### src/rtl/prng_scheduler.sv
// ============================================================================
// Module   : prng_scheduler
// Brief    : Shared 6-bit Fibonacci LFSR, round-robin granted to requesters,
//            with seed loading and a timed stir burst.
// Revision : 1.0 - initial release
// ============================================================================
`default_nettype none

module prng_scheduler #(
    parameter int N_REQ      = 4,
    parameter int STIR_STEPS = 7
) (
    input  logic             clk,
    input  logic             rst,
    input  logic [N_REQ-1:0] req,
    output logic [N_REQ-1:0] gnt,
    output logic [2:0]       rnd,
    output logic             rnd_valid,
    input  logic             seed_load,
    input  logic [5:0]       seed_val,
    input  logic             stir,
    output logic             busy
);

    localparam int PW = (N_REQ > 1) ? $clog2(N_REQ) : 1;

    localparam logic [1:0] c_idle  = 2'd0;
    localparam logic [1:0] c_grant = 2'd1;
    localparam logic [1:0] c_stir  = 2'd2;

    localparam logic [7:0]       c_stir_last = 8'(STIR_STEPS - 1);
    localparam logic [PW-1:0]    c_last_req  = PW'(N_REQ - 1);
    localparam logic [PW:0]      c_nreq      = (PW + 1)'(N_REQ);
    localparam logic [N_REQ-1:0] c_one       = N_REQ'(1);

    logic [1:0]    r_state;
    logic [1:0]    w_next_state;
    logic [5:0]    r_lfsr;
    logic [PW-1:0] r_rr_ptr;
    logic [PW-1:0] r_winner;
    logic          r_stir_pend;
    logic [7:0]    r_cnt;
    logic [2:0]    r_rnd_hold;

    logic [5:0]    w_lfsr_step;
    logic [5:0]    w_seed;
    logic [2:0]    w_map;
    logic          w_any_req;
    logic [PW-1:0] w_arb_winner;
    logic [PW:0]   w_sum;

    assign w_lfsr_step = {r_lfsr[4:0], r_lfsr[5] ^ r_lfsr[4]};
    assign w_seed      = (seed_val == 6'd0) ? 6'd1 : seed_val;
    assign w_map       = {r_lfsr[1], r_lfsr[3], r_lfsr[5]};
    assign w_any_req   = |req;

    // Rotating search: first set request at or above rr_ptr, wrapping.
    always_comb begin
        w_arb_winner = '0;
        w_sum        = '0;
        for (int i = N_REQ - 1; i >= 0; i--) begin
            w_sum = {1'b0, r_rr_ptr} + (PW + 1)'(i);
            if (w_sum >= c_nreq) begin
                w_sum = w_sum - c_nreq;
            end
            if (req[w_sum[PW-1:0]]) begin
                w_arb_winner = w_sum[PW-1:0];
            end
        end
    end

    always_ff @(posedge clk or negedge rst) begin
        if (!rst) begin
            r_state <= c_idle;
        end else begin
            r_state <= w_next_state;
        end
    end

    always_comb begin
        w_next_state = r_state;
        case (r_state)
            c_idle: begin
                if (seed_load) begin
                    w_next_state = c_idle;
                end else if (stir || r_stir_pend) begin
                    w_next_state = c_stir;
                end else if (w_any_req) begin
                    w_next_state = c_grant;
                end
            end
            c_grant: w_next_state = c_idle;
            c_stir: begin
                if (seed_load || (r_cnt == 8'd0)) begin
                    w_next_state = c_idle;
                end
            end
            default: w_next_state = c_idle;
        endcase
    end

    always_comb begin
        gnt       = '0;
        rnd_valid = 1'b0;
        rnd       = r_rnd_hold;
        busy      = r_stir_pend;
        case (r_state)
            c_grant: begin
                gnt       = c_one << r_winner;
                rnd_valid = 1'b1;
                rnd       = w_map;
            end
            c_stir:  busy = 1'b1;
            default: ;
        endcase
    end

    always_ff @(posedge clk or negedge rst) begin
        if (!rst) begin
            r_lfsr      <= 6'd1;
            r_rr_ptr    <= '0;
            r_winner    <= '0;
            r_stir_pend <= 1'b0;
            r_cnt       <= 8'd0;
            r_rnd_hold  <= 3'd0;
        end else begin
            case (r_state)
                c_idle: begin
                    if (seed_load) begin
                        r_lfsr <= w_seed;
                        // A coincident stir is remembered rather than dropped.
                        if (stir) begin
                            r_stir_pend <= 1'b1;
                        end
                    end else if (stir || r_stir_pend) begin
                        r_cnt       <= c_stir_last;
                        r_stir_pend <= 1'b0;
                    end else if (w_any_req) begin
                        r_winner <= w_arb_winner;
                    end
                end
                c_grant: begin
                    r_lfsr     <= seed_load ? w_seed : w_lfsr_step;
                    r_rnd_hold <= w_map;
                    r_rr_ptr   <= (r_winner == c_last_req) ? '0 : r_winner + 1'b1;
                    if (stir) begin
                        r_stir_pend <= 1'b1;
                    end
                end
                c_stir: begin
                    if (seed_load) begin
                        r_lfsr      <= w_seed;
                        r_stir_pend <= 1'b0;
                    end else begin
                        r_lfsr <= w_lfsr_step;
                        r_cnt  <= r_cnt - 8'd1;
                        if (stir) begin
                            r_stir_pend <= 1'b1;
                        end
                    end
                end
                default: ;
            endcase
        end
    end

endmodule

`default_nettype wire

### config.mk
export PLATFORM = sky130hd
export DESIGN_NAME = prng_scheduler
export DESIGN_NICKNAME = d
export VERILOG_FILES = /design/src/rtl/prng_scheduler.sv
export SDC_FILE = /design/constraint.sdc
export NUM_CORES = 1
export LEC_CHECK = 0
export CAP_MARGIN = 0
export CORE_ASPECT_RATIO = 1.25
export CORE_MARGIN = 2
export CORE_UTILIZATION = 52
export DETAILED_ROUTE_END_ITERATION = 6
export GPL_ROUTABILITY_DRIVEN = 0
export MAX_ROUTING_LAYER = met4
export PLACE_DENSITY_LB_ADDON = 0.12
export SLEW_MARGIN = 10
export SYNTH_ARGS = -nofsm -noshare
export SYNTH_HDL_FRONTEND = slang
export SYNTH_SLANG_ARGS = --single-unit
### constraint.sdc
create_clock -name clk -period 1.9 [get_ports clk]
set_input_delay 0.57 -clock clk [delete_from_list [all_inputs] [get_ports clk]]
set_output_delay 0.57 -clock clk [all_outputs]
set_load 0.01 [all_outputs]
# After elaboration in Yosys (flattened, before gate mapping)
# Cells that the tools add are included.
# totals
ff_bits	24
input_bits	14
output_inout_bits	9
wordCells	92
# classes
add_sub_neg	9
order_cmp	8
eq_ne	10
shift	1
muxes	39
n_bitwise	3
n_reduce_logical	15
# ops
cell	n
$mux 2	13
$mux 8	3
$mux 6	3
$pmux 8 s2	1
$lt 2x3->1 const B	4
$pmux 6 s2	1
$mux 1	10
$ne 2x2->1 const B	5
$ge 3x3->1 const B	3
$bmux 1 s2	4
$logic_not 8->1	1
$reduce_and 4->1	2
$sub 2x1->2 const B	4
$sub 8x1->8 const B	1
$add 2x2->3 const B	2
$logic_not 6->1	1
$reduce_and 2->1	3
$eq 2x2->1 const B	2
$mux 4	1
$ne 4x4->1 const B	1
$pmux 2 s2	1
$reduce_bool 2->1	2
$reduce_or 4->1	1
$shl 1x2->4 const A	1
other kinds (13)	15

# Logic depth before layout (Yosys ltp)
# Gate-level depths: netlist (run 1).
# logic_depth
depth_word	9
ltp_mapped	7

# Worst setup path after synthesis (run 1)
# Ideal clock, no wire load.
# synth_timing
kind	reg-to-output
start	register r_state[1]
end	output rnd[0]
arrival_time_ns	1.350
required_time_ns	1.330
path_slack_ns	-0.020
stages_incl_launch_ff	5
n_path_buf	1
path_cell_list	dfrtp_1 inv_1 ha_1 clkbuf_1 mux2_2
# synth_via
elab_chain_len	2
# synth_lines
item	line	text
start: declaration	36	logic [1:0] r_state;
start signal: assignment	74	r_state <= c_idle;
start signal: assignment	76	r_state <= w_next_state;
$eq 2x1->1	107	case (r_state)
$mux 3	-	
end: declaration	17	output logic [2:0] rnd,
# No other way between the ends.

# Worst setup path after layout (run 1)
# layout_timing
start	register r_state[1]
end	output rnd[2]
# The elaborated chain is that of the path after synthesis.

==> summary.md, run 1 <==
| Metric | Value |
|---|---|
| Slowest stage delay, CP | `410 ps` |
| WP data required | `1330 ps` |
| Largest net degree at the start of global routing | `25` |
| Total gr overflow | `0` |
| Post-Layout Cell Count | `230` |
| Clock tree from TritonCTS | `done` |
| Row count | `21` |
| Cell total after placement | `223` |
| Avg Cell Area, Syn | `9.533 sq um` |
| Sw frac | `38.94%` |
| Setup violators final | `4` |
| Vias/cell | `5.530` |
| Die area | `3129 sq um` |
| Post-DP HPWL | `2511 microns` |
| CTS Buf Count | `3` |
| Die height | `62.04 microns` |
| Final Hold Violating Endpoints | `0` |
| CP max FO | `4` |
| Syn Inst Count | `147` |
| Largest area contributor in the netlist | `dfrtp_1` |
| Root buffer cell | `clkbuf_4` |
| Hold WC Path Type | `reg -> reg` |
| Clock sinks | `24` |
| Max cap viols | `0` |
| Min Tclk post-route | `1980 ps` |
| CP arrival | `1410 ps` |
| Diode count | `0` |
| Post-synth EDFFs | `0` |
| Leak | `0.8848 nW` |
| Clock share of power | `9.3%` |
| Cell area after layout | `1956 sq um` |
| Final wirelength | `3276 microns` |
| Power Density | `1441 nW/um^2` |
| Worst path slowest cell | `dfrtp_1` |
| GRT Resource Usage Total | `23.39%` |
| Vias in the first global route | `1292` |
| Worst vdd ir | `1.103 mV` |
| Final worst slack | `-80.07 ps` |
| Proportion of layout cells with a drive suffix above 1 | `30.10%` |
| Number of vias in the routed layout | `1272` |
| Initial Util | `53.33%` |
| First-pass GRT wire length | `5299 microns` |
| DP Area | `1828 sq um` |
| Initial antenna violation count | `0` |
| Synth top area share | `41.07%` |
| Fin crit share | `104.2%` |
| Seq/Total Area, Yosys | `42.95%` |
| Startpoint types | `register` |
| Clock Skew | `6.493 ps` |
| Worst hold stages | `1` |
| CTS max path bufs | `2` |
| Crit-path cells | `inv_2, ha_4, mux2_4, buf_6` |
| Final ANT Viol Nets | `0` |
| Initial DRC Count | `38` |
| Cell Area, Synth | `1401 sq um` |
| Yosys warns | `0` |
| DRC viols | `0` |
| Latest clock arrival within the worst-skew pair | `310 ps` |
| Crit Path Class | `reg -> out` |
| Worst Reg-to-Reg Cells | `8` |
| Fmax achieved | `0.5050 GHz` |
| Die Wd | `50.43 microns` |
| Share of synthesized registers carrying an async set or reset | `100.0%` |
| # IOs | `23` |
| Area Overhead vs Synth | `39.55%` |
| Failing checks | `setup timing` |
| Pint | `0.001721 W` |
| Port Buf Inserts | `22` |
| #FFs+latches synth | `24` |
| Unrepaired setup endpoints after global routing | `yes` |
| Syn Nets | `170` |
| NetSw | `0.001098 W` |
| Clock transition at path regs | `120 ps` |
| Final-stage net count | `220` |
| Comb pwr share | `57.9%` |
| Most frequent cells in the layout | `buf_4, dfrtp_1, nor2_1, clkdlybuf4s50_1, a22oi_1` |
| 1st-pass router iterations | `4` |
| Final Max Slew Viols | `0` |
| Most common cell after layout, fill and taps aside | `buf_4` |
| Placeable Area | `2628 sq um` |
| Routed WL per cell | `14.24 microns` |
| Worst Setup End Kind | `output pin` |
| H-tree depth | `1` |
| Synth Flop Type | `dfrtp_1` |
| Outcome | `complete, but fails checks` |
| Sequential Power Share | `32.8%` |
| Largest cells by area after synthesis | `dfrtp_1, ha_1, a22oi_1, nor2_1, mux2_2` |
| Slew Limit Headroom | `62.55%` |
| Synth unique cells | `37` |
| Worst slew pin tran | `556.7 ps` |
-- final cells by class --
type / instances / area, sq um
repair buffers: 49 / 431.7
multi-input cells: 111 / 813.3
inverters: 8 / 30.03
fillers: 189 / 671.9
clock buffers: 4 / 36.28
well taps: 34 / 42.54
flip-flops and latches: 24 / 601.8
-- path summary, 6_finish.rpt --
kind                          startpoint             to  slack, ps
max reg2reg                   r_state[0]       r_cnt[5]         30
min                        r_rnd_hold[2]  r_rnd_hold[2]        520
min reg2reg                r_rnd_hold[2]  r_rnd_hold[2]        520
max                           r_state[1]         rnd[2]        -80
max in group asynchronous            rst      r_lfsr[0]       1000
min in group asynchronous            rst       r_cnt[3]        610
-- power by group through the flow --
stage                     clock (W)  combinational, W  sequential [W]
final                      0.000263           0.00163        0.000924
after floorplan                   0          0.000868        0.000872
after global placement            0           0.00138        0.000909
after global routing       0.000295           0.00180        0.000948
after CTS                  0.000273           0.00156        0.000919
after detailed placement          0           0.00145        0.000923
-- synthesized netlist by cell type (all sizes together) (2+ instances only) --
cell	count
nor2b	4
a21oi	7
inv	8
nand2b	4
xor2	4
nor3	4
nand3	4
o31ai	2
clkbuf	3
nand2	5
nand4	4
or4	2
or2	2
nor2	18
and2	5
o21ai	6
xnor2	2
a22oi	10
ha	9
nor4	2
dfrtp	23
mux2	5
-- through the flow --
stage	power (W)	setup WS [ps]	TNS [ps]	util [%]	hold slack, ps
after floorplan	0.001740	82.38	0	-	274.4
after detailed placement	0.002369	-227.5	-2664	69.57	486.5
final	0.002819	-80.07	-247.6	74.43	519.7
after global routing	0.003042	-138.9	-1024	74.43	529.9
after CTS	0.002753	-96.49	-373.4	73.05	520.6
after global placement	0.002285	-155.3	-1907	69.57	481.7
-- flip-flops by register name, summed over array words and instances (netlist names) --
signal	flops
r_cnt	8
r_winner	2
r_rr_ptr	2
r_stir_pend	1
r_lfsr	6
r_rnd_hold	3
r_state	2
-- cells by family after synthesis --
| group | count (synthesis) | share of synthesized area, % |
|---|---|---|
| AOI/OAI and AO/OA | 31 | 14.82 |
| buffers and inverters | 12 | 3.303 |
| xor gates and xnor gates | 6 | 3.750 |
| muxes | 6 | 4.732 |
| and+or+nand+nor | 59 | 22.41 |
| adders and majority gates | 9 | 8.036 |
| DFF | 24 | 42.95 |
-- routing by layer --
metal,part of all wire (%),GRT usage [%]
met1,41,25.34
met4,2.6,13.13
met5,0,-
met3,3.3,3.589
met2,53,41.54
-- repair_timing --
action / 4_1_cts / 5_1_grt
endpoints found under the setup margin: 9 / 15
pin swaps: 3 / 0
buffers inserted: 1 / 2
hold endpoints to repair: 0 / 0
gates resized for setup: 57 / 4
hold buffers: 0 / 0
gates cloned: 0 / 0
-- critical path: cells and delay by family (launching register included) --
kind	cells	cell delay, ps
DFF	1	410
muxes	1	320
buffers and inverters	2	200
adders and majority gates	1	170
Note: power is estimated with default switching activity, not from simulation.
==> run 2: changes to the inputs <==
- RECOVER_POWER: not set -> 50
==> run 2 against run 1 <==
  * The flow still finishes with violations (setup timing)
  * Hold slack is the same
  * Clock power barely moved
  * First-iteration DRC count is the same
  * Critical path depth stayed put
  * Utilization decreased by 0.095 points
  * Flip-flop and latch count did not move
  * Register-to-register slack is essentially flat
  * Setup slack is the same
  * Critical path type unchanged
  * Largest cell class unchanged
  * Highest routed layer unchanged
==> summary.md, run 2 (synthesis results as in run 1) <==
| Metric | Value |
|---|---|
| Final Hold Violating Endpoints | `0` |
| # IOs | `23` |
| First-pass GRT wire length | `5299 microns` |
| Diode count | `0` |
| Latest clock arrival within the worst-skew pair | `310 ps` |
| Post-Layout Cell Count | `230` |
| Final wirelength | `3272 microns` |
| Area Overhead vs Synth | `39.37%` |
| Cell area after layout | `1953 sq um` |
| Worst vdd ir | `1.104 mV` |
| Setup violators final | `4` |
| Startpoint types | `register` |
| Final Max Slew Viols | `0` |
| Fin crit share | `104.2%` |
| CTS Buf Count | `3` |
| Largest net degree at the start of global routing | `25` |
| Largest Register | `r_cnt` |
| Worst Setup End Kind | `output pin` |
| Vias in the first global route | `1292` |
| Initial DRC Count | `38` |
| 1st-pass router iterations | `4` |
| Cell total after placement | `223` |
| Clock Skew | `6.411 ps` |
| Post-DP HPWL | `2511 microns` |
| Slew Limit Headroom | `59.42%` |
| Placeable Area | `2628 sq um` |
| Port Buf Inserts | `22` |
| Delay-heaviest family, CP | `flip-flops` |
| DRC viols | `0` |
| Min Tclk post-route | `1980 ps` |
| Fill count | `189` |
| Routed WL per cell | `14.23 microns` |
| Unrepaired setup endpoints after global routing | `yes` |
| Number of vias in the routed layout | `1267` |
| Outcome | `complete, but fails checks` |
| GRT Resource Usage Total | `23.39%` |
| Slowest stage delay, CP | `410 ps` |
| Row count | `21` |
| Die area | `3129 sq um` |
| # hold bufs at CTS | `0` |
| DP Area | `1828 sq um` |
| Failing checks | `setup timing` |
| WP data required | `1330 ps` |
| CP max FO | `4` |
| CP bufs+invs | `2` |
| Die Wd | `50.43 microns` |
| Total gr overflow | `0` |
| Die height | `62.04 microns` |
| Clock sinks | `24` |
| Final ANT Viol Nets | `0` |
| Final-stage net count | `220` |
| CTS max path bufs | `2` |
| Top Registers | `r_cnt x8, r_lfsr x6, r_rnd_hold x3` |
| Worst path slowest cell | `dfrtp_1` |
| Most frequent cells in the layout | `buf_4, dfrtp_1, nor2_1, clkdlybuf4s50_1, a22oi_1` |
| Proportion of layout cells with a drive suffix above 1 | `30.10%` |
| Root buffer cell | `clkbuf_4` |
| Initial antenna violation count | `0` |
| Area of the multi-input gates | `813.3 sq um` |
| Worst slew pin tran | `608.8 ps` |
| Crit Path Class | `reg -> out` |
| H-tree depth | `1` |
| Crit-path cells | `inv_2, ha_4, mux2_4, buf_6` |
| Fmax achieved | `0.5050 GHz` |
| Power Density | `1443 nW/um^2` |
| Max cap viols | `0` |
| Largest register FFs | `8` |
| Vias/cell | `5.509` |
| Hold WC Path Type | `reg -> reg` |
| Clock tree from TritonCTS | `done` |
| Clock transition at path regs | `120 ps` |
| Register area | `601.8 sq um` |
| Most common cell after layout, fill and taps aside | `buf_4` |
| CP arrival | `1410 ps` |
| Leak | `0.8844 nW` |
| Final worst slack | `-80.07 ps` |
| Initial Util | `53.33%` |
==> run 2: cell count changes in the layout (fill, tap and decap cells not counted), sizes merged <==
| cell | delta |
|---|---|
| clkbuf | +1 |
| buf | -1 |
| clkdlybuf4s50 | -1 |
| dlygate4sd3 | +1 |
==> run 2: cell type report <==
cell class | count | share of cell area (%)
timing repair buffer | 49 | 21.97
sequential | 24 | 30.81
multi-input combinational | 111 | 41.64
inverter | 8 | 1.537
tap | 34 | 2.178
clock buffer | 4 | 1.858
==> run 2: power by group <==
group / switching (W) / internal, W / leakage, nW
Combinational: 0.000753 / 0.000878 / 0.565
Clock: 0.000146 / 0.000117 / 0.0210
Sequential: 0.000199 / 0.000725 / 0.299
Total: 0.00110 / 0.00172 / 0.884
==> run 2: path summary, 6_finish.rpt <==
kind                          startpoint       endpoint  slack (ps)  cells after the start
max in group asynchronous            rst  r_rnd_hold[1]         720                      2
setup reg to reg              r_state[0]       r_cnt[5]          30                      8
hold reg to reg            r_rnd_hold[2]  r_rnd_hold[2]         520                      1
setup / recovery              r_state[1]         rnd[2]         -80                      4
hold / removal             r_rnd_hold[2]  r_rnd_hold[2]         520                      1
min in group asynchronous            rst       r_cnt[3]         790                      2
==> run 2: timing repair <==
action                                  4_1_cts  5_1_grt
pin swaps                                     3        0
setup buffers                                 1        2
endpoints found under the setup margin        9       15
endpoints found under the hold margin         0        0
gates resized for setup                      57        4
==> run 2: per-layer routing <==
metal | vias to the layer above | global-route usage (%) | wire [microns]
li1 | 620 | - | -
met1 | 601 | 25.34 | 1334
met2 | 35 | 41.54 | 1738
met3 | 11 | 3.589 | 113
met4 | 0 | 13.13 | 85
met5 | - | - | 0
==> run 2: per-stage QoR <==
stage	power, W	utilization [%]	hold WS, ps	worst slack (ps)	TNS, ps
4_1_cts	0.002753	73.05	520.6	-96.49	-373.4
3_3_place_gp	0.002285	69.57	481.7	-155.3	-1907
5_1_grt	0.003041	74.33	529.9	-138.9	-1024
6_report	0.002818	74.33	519.7	-80.07	-247.6
2_1_floorplan	0.001740	-	274.4	82.38	0
3_5_place_dp	0.002369	69.57	486.5	-227.5	-2664
==> run 3: changes to the inputs <==
- CTS_CLUSTER_SIZE: not set -> 14
- GPL_ROUTABILITY_DRIVEN: 0 -> not set
==> results of run 3 <==
No change in the layout: final DEF, timing and power equal those of run 2.
